$ cat config.mk
export PLATFORM = sky130hd
export DESIGN_NAME = riscv_instr_encoder_flat
export DESIGN_NICKNAME = d
export VERILOG_FILES = /design/src/rtl/riscv_instr_encoder.sv /design/src/rtl/riscv_instr_encoder_if.sv /design/src/flat_wrapper.sv
export SDC_FILE = /design/constraint.sdc
export NUM_CORES = 1
export LEC_CHECK = 0
export ABC_AREA = 1
export BUFFER_PORTS_ARGS = -buffer_cell sky130_fd_sc_hd__buf_2
export CORE_ASPECT_RATIO = 1.1
export CORE_MARGIN = 2
export CORE_UTILIZATION = 35
export DETAILED_ROUTE_END_ITERATION = 10
export PLACE_DENSITY = 0.57
export SYNTH_ARGS = -nofsm -noshare
export SYNTH_HDL_FRONTEND = slang
export SYNTH_SLANG_ARGS = --single-unit
$ cat constraint.sdc
create_clock -name clk -period 9.2 [get_ports clk]
set_input_delay 2.76 -clock clk [delete_from_list [all_inputs] [get_ports clk]]
set_output_delay 2.76 -clock clk [all_outputs]
set_load 0.005 [all_outputs]
$ cat src/rtl/riscv_instr_encoder.sv
// rtl/riscv_instr_encoder.sv - two-stage pipelined RV32I instruction encoder
//
// riscv_pkg  : opcode_e and instr_formats_e definitions.
// riscv_instr_encoder:
//   clk, rst  : clock, asynchronous active-high reset
//   bus.slave : clr_addr; in_valid/in_ready + opcode/funct3/funct7/rd/rs1/rs2/imm;
//               out_valid/out_ready + out_instr/out_addr/out_err
// Parameters: ADDR_W (address counter width), BASE_ADDR (counter reload value).
// Optional macro ENCODER_RANGE_CHECK_EN: also flag immediates that do not fit
// their format (the word is still encoded with truncation).
package riscv_pkg;
  typedef enum logic [6:0] {
    OPC_LOAD   = 7'b0000011,
    OPC_FENCE  = 7'b0001111,
    OPC_RI     = 7'b0010011,
    OPC_AUIPC  = 7'b0010111,
    OPC_STORE  = 7'b0100011,
    OPC_RR     = 7'b0110011,
    OPC_LUI    = 7'b0110111,
    OPC_BRANCH = 7'b1100011,
    OPC_JALR   = 7'b1100111,
    OPC_JAL    = 7'b1101111,
    OPC_EXCPT  = 7'b1110011
  } opcode_e;

  typedef enum logic [2:0] {
    R_type = 3'd0,
    I_type = 3'd1,
    S_type = 3'd2,
    B_type = 3'd3,
    U_type = 3'd4,
    J_type = 3'd5,
    NONE_t = 3'd6
  } instr_formats_e;
endpackage

module riscv_instr_encoder
  import riscv_pkg::*;
#(
  parameter int                ADDR_W    = 32,
  parameter logic [ADDR_W-1:0] BASE_ADDR = '0
) (
  input  logic                  clk,
  input  logic                  rst,
  riscv_instr_encoder_if.slave  bus
);

  // Stage 1 registers
  logic           s1_valid_q,  s1_valid_d;
  instr_formats_e s1_fmt_q,    s1_fmt_d;
  logic [6:0]     s1_opcode_q, s1_opcode_d;
  logic [2:0]     s1_funct3_q, s1_funct3_d;
  logic [6:0]     s1_funct7_q, s1_funct7_d;
  logic [4:0]     s1_rd_q,     s1_rd_d;
  logic [4:0]     s1_rs1_q,    s1_rs1_d;
  logic [4:0]     s1_rs2_q,    s1_rs2_d;
  logic [31:0]    s1_imm_q,    s1_imm_d;

  // Stage 2 (output) registers and address counter
  logic              out_valid_q, out_valid_d;
  logic [31:0]       out_instr_q, out_instr_d;
  logic              out_err_q,   out_err_d;
  logic [ADDR_W-1:0] addr_q,      addr_d;

  logic           s2_adv;
  logic           s1_adv;
  instr_formats_e in_fmt;
  logic           is_shift;
  logic [31:0]    enc_word;
  logic           enc_err;
  logic           rng_err;

  assign s2_adv = !out_valid_q || bus.out_ready;
  assign s1_adv = !s1_valid_q || s2_adv;

  assign bus.in_ready  = s1_adv;
  assign bus.out_valid = out_valid_q;
  assign bus.out_instr = out_instr_q;
  assign bus.out_err   = out_err_q;
  assign bus.out_addr  = addr_q;

  always_comb begin
    in_fmt = NONE_t;
    case (bus.in_opcode)
      OPC_LUI, OPC_AUIPC:                        in_fmt = U_type;
      OPC_JAL:                                   in_fmt = J_type;
      OPC_JALR, OPC_LOAD, OPC_RI, OPC_FENCE,
      OPC_EXCPT:                                 in_fmt = I_type;
      OPC_BRANCH:                                in_fmt = B_type;
      OPC_STORE:                                 in_fmt = S_type;
      OPC_RR:                                    in_fmt = R_type;
      default:                                   in_fmt = NONE_t;
    endcase
  end

  // Stage 1 loads whenever it can advance; a bubble is loaded when in_valid is low.
  always_comb begin
    s1_valid_d  = s1_valid_q;
    s1_fmt_d    = s1_fmt_q;
    s1_opcode_d = s1_opcode_q;
    s1_funct3_d = s1_funct3_q;
    s1_funct7_d = s1_funct7_q;
    s1_rd_d     = s1_rd_q;
    s1_rs1_d    = s1_rs1_q;
    s1_rs2_d    = s1_rs2_q;
    s1_imm_d    = s1_imm_q;
    if (s1_adv) begin
      s1_valid_d = bus.in_valid;
      if (bus.in_valid) begin
        s1_fmt_d    = in_fmt;
        s1_opcode_d = bus.in_opcode;
        s1_funct3_d = bus.in_funct3;
        s1_funct7_d = bus.in_funct7;
        s1_rd_d     = bus.in_rd;
        s1_rs1_d    = bus.in_rs1;
        s1_rs2_d    = bus.in_rs2;
        s1_imm_d    = bus.in_imm;
      end
    end
  end

  // RI shifts carry funct7 and a 5-bit shamt in the immediate slot.
  assign is_shift = (s1_opcode_q == OPC_RI) &&
                    ((s1_funct3_q == 3'b001) || (s1_funct3_q == 3'b101));

`ifdef ENCODER_RANGE_CHECK_EN
  // An immediate fits N signed bits when bits [31:N-1] are all equal.
  always_comb begin
    rng_err = 1'b0;
    case (s1_fmt_q)
      I_type: rng_err = is_shift ? (|s1_imm_q[31:5])
                                 : !((&s1_imm_q[31:11]) || !(|s1_imm_q[31:11]));
      S_type: rng_err = !((&s1_imm_q[31:11]) || !(|s1_imm_q[31:11]));
      B_type: rng_err = !((&s1_imm_q[31:12]) || !(|s1_imm_q[31:12])) || s1_imm_q[0];
      J_type: rng_err = !((&s1_imm_q[31:20]) || !(|s1_imm_q[31:20])) || s1_imm_q[0];
      U_type: rng_err = |s1_imm_q[11:0];
      default: rng_err = 1'b0;
    endcase
  end
`else
  assign rng_err = 1'b0;
`endif

  always_comb begin
    enc_word = 32'h0000_0013;
    enc_err  = rng_err;
    case (s1_fmt_q)
      R_type: enc_word = {s1_funct7_q, s1_rs2_q, s1_rs1_q, s1_funct3_q, s1_rd_q, s1_opcode_q};
      I_type: enc_word = is_shift
                ? {s1_funct7_q, s1_imm_q[4:0], s1_rs1_q, s1_funct3_q, s1_rd_q, s1_opcode_q}
                : {s1_imm_q[11:0], s1_rs1_q, s1_funct3_q, s1_rd_q, s1_opcode_q};
      S_type: enc_word = {s1_imm_q[11:5], s1_rs2_q, s1_rs1_q, s1_funct3_q,
                          s1_imm_q[4:0], s1_opcode_q};
      B_type: enc_word = {s1_imm_q[12], s1_imm_q[10:5], s1_rs2_q, s1_rs1_q, s1_funct3_q,
                          s1_imm_q[4:1], s1_imm_q[11], s1_opcode_q};
      U_type: enc_word = {s1_imm_q[31:12], s1_rd_q, s1_opcode_q};
      J_type: enc_word = {s1_imm_q[20], s1_imm_q[10:1], s1_imm_q[11], s1_imm_q[19:12],
                          s1_rd_q, s1_opcode_q};
      default: begin
        enc_word = 32'h0000_0013;
        enc_err  = 1'b1;
      end
    endcase
  end

  // Output register holds its word while the consumer stalls.
  always_comb begin
    out_valid_d = out_valid_q;
    out_instr_d = out_instr_q;
    out_err_d   = out_err_q;
    if (s2_adv) begin
      out_valid_d = s1_valid_q;
      if (s1_valid_q) begin
        out_instr_d = enc_word;
        out_err_d   = enc_err;
      end
    end
  end

  // Clear wins over an increment in the same cycle; pipeline contents are kept.
  always_comb begin
    addr_d = addr_q;
    if (bus.clr_addr) begin
      addr_d = BASE_ADDR;
    end else if (out_valid_q && bus.out_ready) begin
      addr_d = addr_q + ADDR_W'(4);
    end
  end

  always_ff @(posedge clk or posedge rst) begin
    if (rst) begin
      s1_valid_q  <= 1'b0;
      s1_fmt_q    <= NONE_t;
      s1_opcode_q <= '0;
      s1_funct3_q <= '0;
      s1_funct7_q <= '0;
      s1_rd_q     <= '0;
      s1_rs1_q    <= '0;
      s1_rs2_q    <= '0;
      s1_imm_q    <= '0;
      out_valid_q <= 1'b0;
      out_instr_q <= '0;
      out_err_q   <= 1'b0;
      addr_q      <= BASE_ADDR;
    end else begin
      s1_valid_q  <= s1_valid_d;
      s1_fmt_q    <= s1_fmt_d;
      s1_opcode_q <= s1_opcode_d;
      s1_funct3_q <= s1_funct3_d;
      s1_funct7_q <= s1_funct7_d;
      s1_rd_q     <= s1_rd_d;
      s1_rs1_q    <= s1_rs1_d;
      s1_rs2_q    <= s1_rs2_d;
      s1_imm_q    <= s1_imm_d;
      out_valid_q <= out_valid_d;
      out_instr_q <= out_instr_d;
      out_err_q   <= out_err_d;
      addr_q      <= addr_d;
    end
  end

endmodule

$ cat src/rtl/riscv_instr_encoder_if.sv
// rtl/riscv_instr_encoder_if.sv - request/response bundle for riscv_instr_encoder
//
// Groups the request stream, the encoded-word stream and the address clear.
//   slave  : encoder view (consumes requests, produces words)
//   master : producer/consumer view (drives requests, accepts words)
// Parameter ADDR_W sets the width of out_addr and must match the encoder.
interface riscv_instr_encoder_if #(
  parameter int ADDR_W = 32
);
  logic              clr_addr;
  logic              in_valid;
  logic              in_ready;
  logic [6:0]        in_opcode;
  logic [2:0]        in_funct3;
  logic [6:0]        in_funct7;
  logic [4:0]        in_rd;
  logic [4:0]        in_rs1;
  logic [4:0]        in_rs2;
  logic [31:0]       in_imm;
  logic              out_valid;
  logic              out_ready;
  logic [31:0]       out_instr;
  logic [ADDR_W-1:0] out_addr;
  logic              out_err;

  modport slave (
    input  clr_addr, in_valid, in_opcode, in_funct3, in_funct7,
           in_rd, in_rs1, in_rs2, in_imm, out_ready,
    output in_ready, out_valid, out_instr, out_addr, out_err
  );

  modport master (
    output clr_addr, in_valid, in_opcode, in_funct3, in_funct7,
           in_rd, in_rs1, in_rs2, in_imm, out_ready,
    input  in_ready, out_valid, out_instr, out_addr, out_err
  );
endinterface

$ cat src/flat_wrapper.sv
// flat-port wrapper written by rule: the top's interface ports become plain ports
module riscv_instr_encoder_flat import riscv_pkg::*;
#(
  parameter int                ADDR_W    = 32,
  parameter logic [ADDR_W-1:0] BASE_ADDR = '0
)
  (clk, rst, bus_clr_addr, bus_in_valid, bus_in_opcode, bus_in_funct3, bus_in_funct7, bus_in_rd, bus_in_rs1, bus_in_rs2, bus_in_imm, bus_out_ready, bus_in_ready, bus_out_valid, bus_out_instr, bus_out_addr, bus_out_err);
  riscv_instr_encoder_if #(.ADDR_W(ADDR_W)) bus_i ();
  input  logic clk;
  input  logic rst;
  input wire logic [$bits(bus_i.clr_addr)-1:0] bus_clr_addr;
  input wire logic [$bits(bus_i.in_valid)-1:0] bus_in_valid;
  input wire logic [$bits(bus_i.in_opcode)-1:0] bus_in_opcode;
  input wire logic [$bits(bus_i.in_funct3)-1:0] bus_in_funct3;
  input wire logic [$bits(bus_i.in_funct7)-1:0] bus_in_funct7;
  input wire logic [$bits(bus_i.in_rd)-1:0] bus_in_rd;
  input wire logic [$bits(bus_i.in_rs1)-1:0] bus_in_rs1;
  input wire logic [$bits(bus_i.in_rs2)-1:0] bus_in_rs2;
  input wire logic [$bits(bus_i.in_imm)-1:0] bus_in_imm;
  input wire logic [$bits(bus_i.out_ready)-1:0] bus_out_ready;
  output wire logic [$bits(bus_i.in_ready)-1:0] bus_in_ready;
  output wire logic [$bits(bus_i.out_valid)-1:0] bus_out_valid;
  output wire logic [$bits(bus_i.out_instr)-1:0] bus_out_instr;
  output wire logic [$bits(bus_i.out_addr)-1:0] bus_out_addr;
  output wire logic [$bits(bus_i.out_err)-1:0] bus_out_err;
  assign bus_i.clr_addr = bus_clr_addr;
  assign bus_i.in_valid = bus_in_valid;
  assign bus_i.in_opcode = bus_in_opcode;
  assign bus_i.in_funct3 = bus_in_funct3;
  assign bus_i.in_funct7 = bus_in_funct7;
  assign bus_i.in_rd = bus_in_rd;
  assign bus_i.in_rs1 = bus_in_rs1;
  assign bus_i.in_rs2 = bus_in_rs2;
  assign bus_i.in_imm = bus_in_imm;
  assign bus_i.out_ready = bus_out_ready;
  assign bus_in_ready = bus_i.in_ready;
  assign bus_out_valid = bus_i.out_valid;
  assign bus_out_instr = bus_i.out_instr;
  assign bus_out_addr = bus_i.out_addr;
  assign bus_out_err = bus_i.out_err;
  riscv_instr_encoder #(.ADDR_W(ADDR_W), .BASE_ADDR(BASE_ADDR)) u_core (.clk(clk), .rst(rst), .bus(bus_i));
endmodule
==> results.json <==
{
  "power.density_mw_per_mm2": 210.8,
  "irDropWorstVdd_mv": 0.1245,
  "ant_nets": 0,
  "portBuffers": 133,
  "core_area_mm2": 0.01755,
  "nNetsFinal": 1007,
  "synth_area_per_cell_um2": 7.693,
  "grt_use_total_pct": 18.34,
  "synthToLayoutAreaGrowth_pct": 23.40,
  "layout_commonest_cell": "nand2_1",
  "hold_violations": 0,
  "start_kind": "input pin",
  "whs_ns": 0.4727,
  "drt-wirelength-per-cell_um": 13.92,
  "clk_latency_ns": 0.41,
  "vias": 5505,
  "viasPerCell": 4.630,
  "numCtsBuffers": 17,
  "endpoint_kind": "primary output",
  "hold_class": "flop to flop",
  "status": "finished clean",
  "fin_crit_ns": 5.963,
  "synthMuxAreaShare_pct": 0,
  "h-tree-depth": 4,
  "drc": 0,
  "nFillCells": 1851,
  "max_stage_delay_ns": 0.16,
  "critical-path-top-delay-family": "buffers and inverters",
  "start_util_pct": 35.38,
  "synth_top_family_by_area": "simple AND/OR/NAND/NOR gates",
  "cts_hold_buffers": 0,
  "yosysWarnings": 0,
  "ys.flop_type": "dfrtp_1",
  "wirelength_mm": 16.55,
  "period_share_pct": 64.81,
  "seqCellArea_mm2": 0.003306,
  "fmax_mhz": 167.7,
  "ios": 136,
  "cts.path.max_buffers": 2,
  "drt_iter0_markers": 339,
  "num_rows": 51,
  "crit_fanout": 3,
  "dr.pass1.iters": 5,
  "layout-drive-gt1-share_pct": 19.68,
  "worst_pin_slew_ns": 0.9583,
  "grt_max_degree": 75,
  "synth-simple-area-share_pct": 31.78,
  "worst_clock_skew_ns": 0.008716,
  "slowest_stage": "buf_2",
  "dpl.hpwl_mm": 11.71,
  "setup_violations": 0,
  "crit_path_cell_trace": "buf_2 -> inv_1 -> nand3_1 -> buf_2",
  "grt_pass1_vias": 5218,
  "yosysSeqAreaShare_pct": 53.24,
  "synth-xor-area-share_pct": 0.1411,
  "fp.dieH_um": 143.7,
  "finalSetupTns_ns": 0,
  "cts_tree": "yes",
  "worst_path_most_repeated_cell": "buf_2",
  "cp.arrival_ns": 3.20,
  "mostFrequentLayoutCells": "nand2_1, buf_2, dfrtp_1",
  "cap_violations": 0,
  "rsz0062_at_grt": "no",
  "synth_area_mm2": 0.006208,
  "cts_setup_buffers": 0,
  "synthArstFlopShare_pct": 100.0,
  "ctsResizeCount": 0,
  "synth_cell_types": 35,
  "grt.overflow.total": 0,
  "leakage_nw": 3.965,
  "clkSinkCount": 132,
  "critPathKind": "input pin to primary output",
  "synth-compound-area-share_pct": 8.303,
  "gp_congestion": 0.8112,
  "slew_viol_final": 0,
  "synth_edf_count": 0,
  "antenna_found_initial": 2,
  "worst-path-buf-inv": 3,
  "synth_cells": 807,
  "die-area_mm2": 0.01882,
  "synth_fa_ha_area_share_pct": 0.2015,
  "max_slew_margin_pct": 36.11,
  "critical_path_required_ns": 6.44,
  "grt_pass1_wl_mm": 26.55,
  "root_buffer": "clkbuf_16",
  "multi_input_area_mm2": 0.002517,
  "synth_seq_cells": 132,
  "cts.reportedPaths.clkPinSlew_ns": 0.05,
  "die_x_um": 131.0
}
sequential cells by signal, indices dropped and copies added (netlist names), 3 cells and up:
| register | count |
|---|---|
| u_core.s1_funct7_q | 7 |
| u_core.s1_funct3_q | 3 |
| u_core.s1_opcode_q | 7 |
| u_core.s1_rs2_q | 5 |
| u_core.bus.out_addr | 30 |
| u_core.s1_rd_q | 5 |
| u_core.s1_fmt_q | 3 |
| u_core.s1_rs1_q | 5 |
| u_core.bus.out_instr | 32 |
| u_core.s1_imm_q | 32 |
routing by layer:
layer	GRT usage, %	vias up	share of wire, %
met1	24.07	2523	44
met3	4.058	28	5.1
met5	0	-	0.079
met2	29.67	145	49
met4	6.719	2	2.2
li1	-	2807	-
cell type report:
type,instances,area share [%]
sequential,132,43.15
multi-input combinational,579,32.86
timing repair buffer,138,9.178
clock buffer,21,5.749
tap,238,3.887
inverter,69,3.446
clock inverter,11,1.699
antenna,1,0.03266
path summary, 6_finish.rpt:
kind | startpoint | to | slack (ns) | cells after the start
setup / recovery | bus_out_ready | bus_in_ready | 3.24 | 4
hold / removal | u_core.bus.out_instr[7]$_DFFE_PP0P_ | u_core.bus.out_instr[7]$_DFFE_PP0P_ | 0.47 | 2
setup reg to reg | u_core.bus.out_valid$_DFFE_PP0P_ | u_core.s1_fmt_q[0]$_DFFE_PP0P_ | 6.71 | 8
hold reg to reg | u_core.bus.out_instr[7]$_DFFE_PP0P_ | u_core.bus.out_instr[7]$_DFFE_PP0P_ | 0.47 | 2
max in group asynchronous | rst | u_core.s1_imm_q[13]$_DFFE_PP0P_ | 5.46 | 3
min in group asynchronous | rst | u_core.bus.out_instr[28]$_DFFE_PP0P_ | 2.40 | 2
stage by stage:
step	cells	setup WS, ns	instance area, um^2	power [mW]	utilization (%)
3_3_place_gp	1156	3.265	7088	0.9681	40.39
4_1_cts	1188	3.235	7659	1.642	43.64
3_5_place_dp	1156	3.240	7088	0.9723	40.39
5_1_grt	1188	3.220	7659	1.704	43.64
6_report	1189	3.237	7661	1.615	43.66
2_1_floorplan	808	2.917	6212	0.8581	-
power by group:
group	internal (mW)	switching, mW
combinational	0.0909	0.151
clock	0.401	0.256
sequential	0.663	0.0532
total	1.15	0.460
synth_stat cells (5+ instances only):
master / number / area, um^2
clkbuf_1: 14 / 52.55
nand2_1: 337 / 1265
nor3_1: 9 / 45.04
a21oi_1: 18 / 90.09
buf_2: 11 / 55.05
dfrtp_1: 130 / 3253
nor2_1: 68 / 255.2
nand4_1: 5 / 31.28
nand3_1: 46 / 230.2
inv_1: 65 / 244.0
o22ai_1: 10 / 62.56
nor2_4: 5 / 56.30
o21ai_0: 52 / 260.3
tightest hold or removal path: stages (launching register included):
cell and delay (ns):
dfrtp_1 0.34, nand2_1 0.05, nand2_1 0.05
logic make-up (layout without fill, tap and decap cells):
logic type | after synthesis | after routing
and+or+nand+nor | 482 | 482
other | 1 | 3
xor gates and xnor gates | 1 | 1
buffers and inverters | 97 | 239
DFF | 132 | 132
AOI/OAI and AO/OA | 93 | 93
adders and majority gates | 1 | 1
Power figures use the tool's default switching activity.
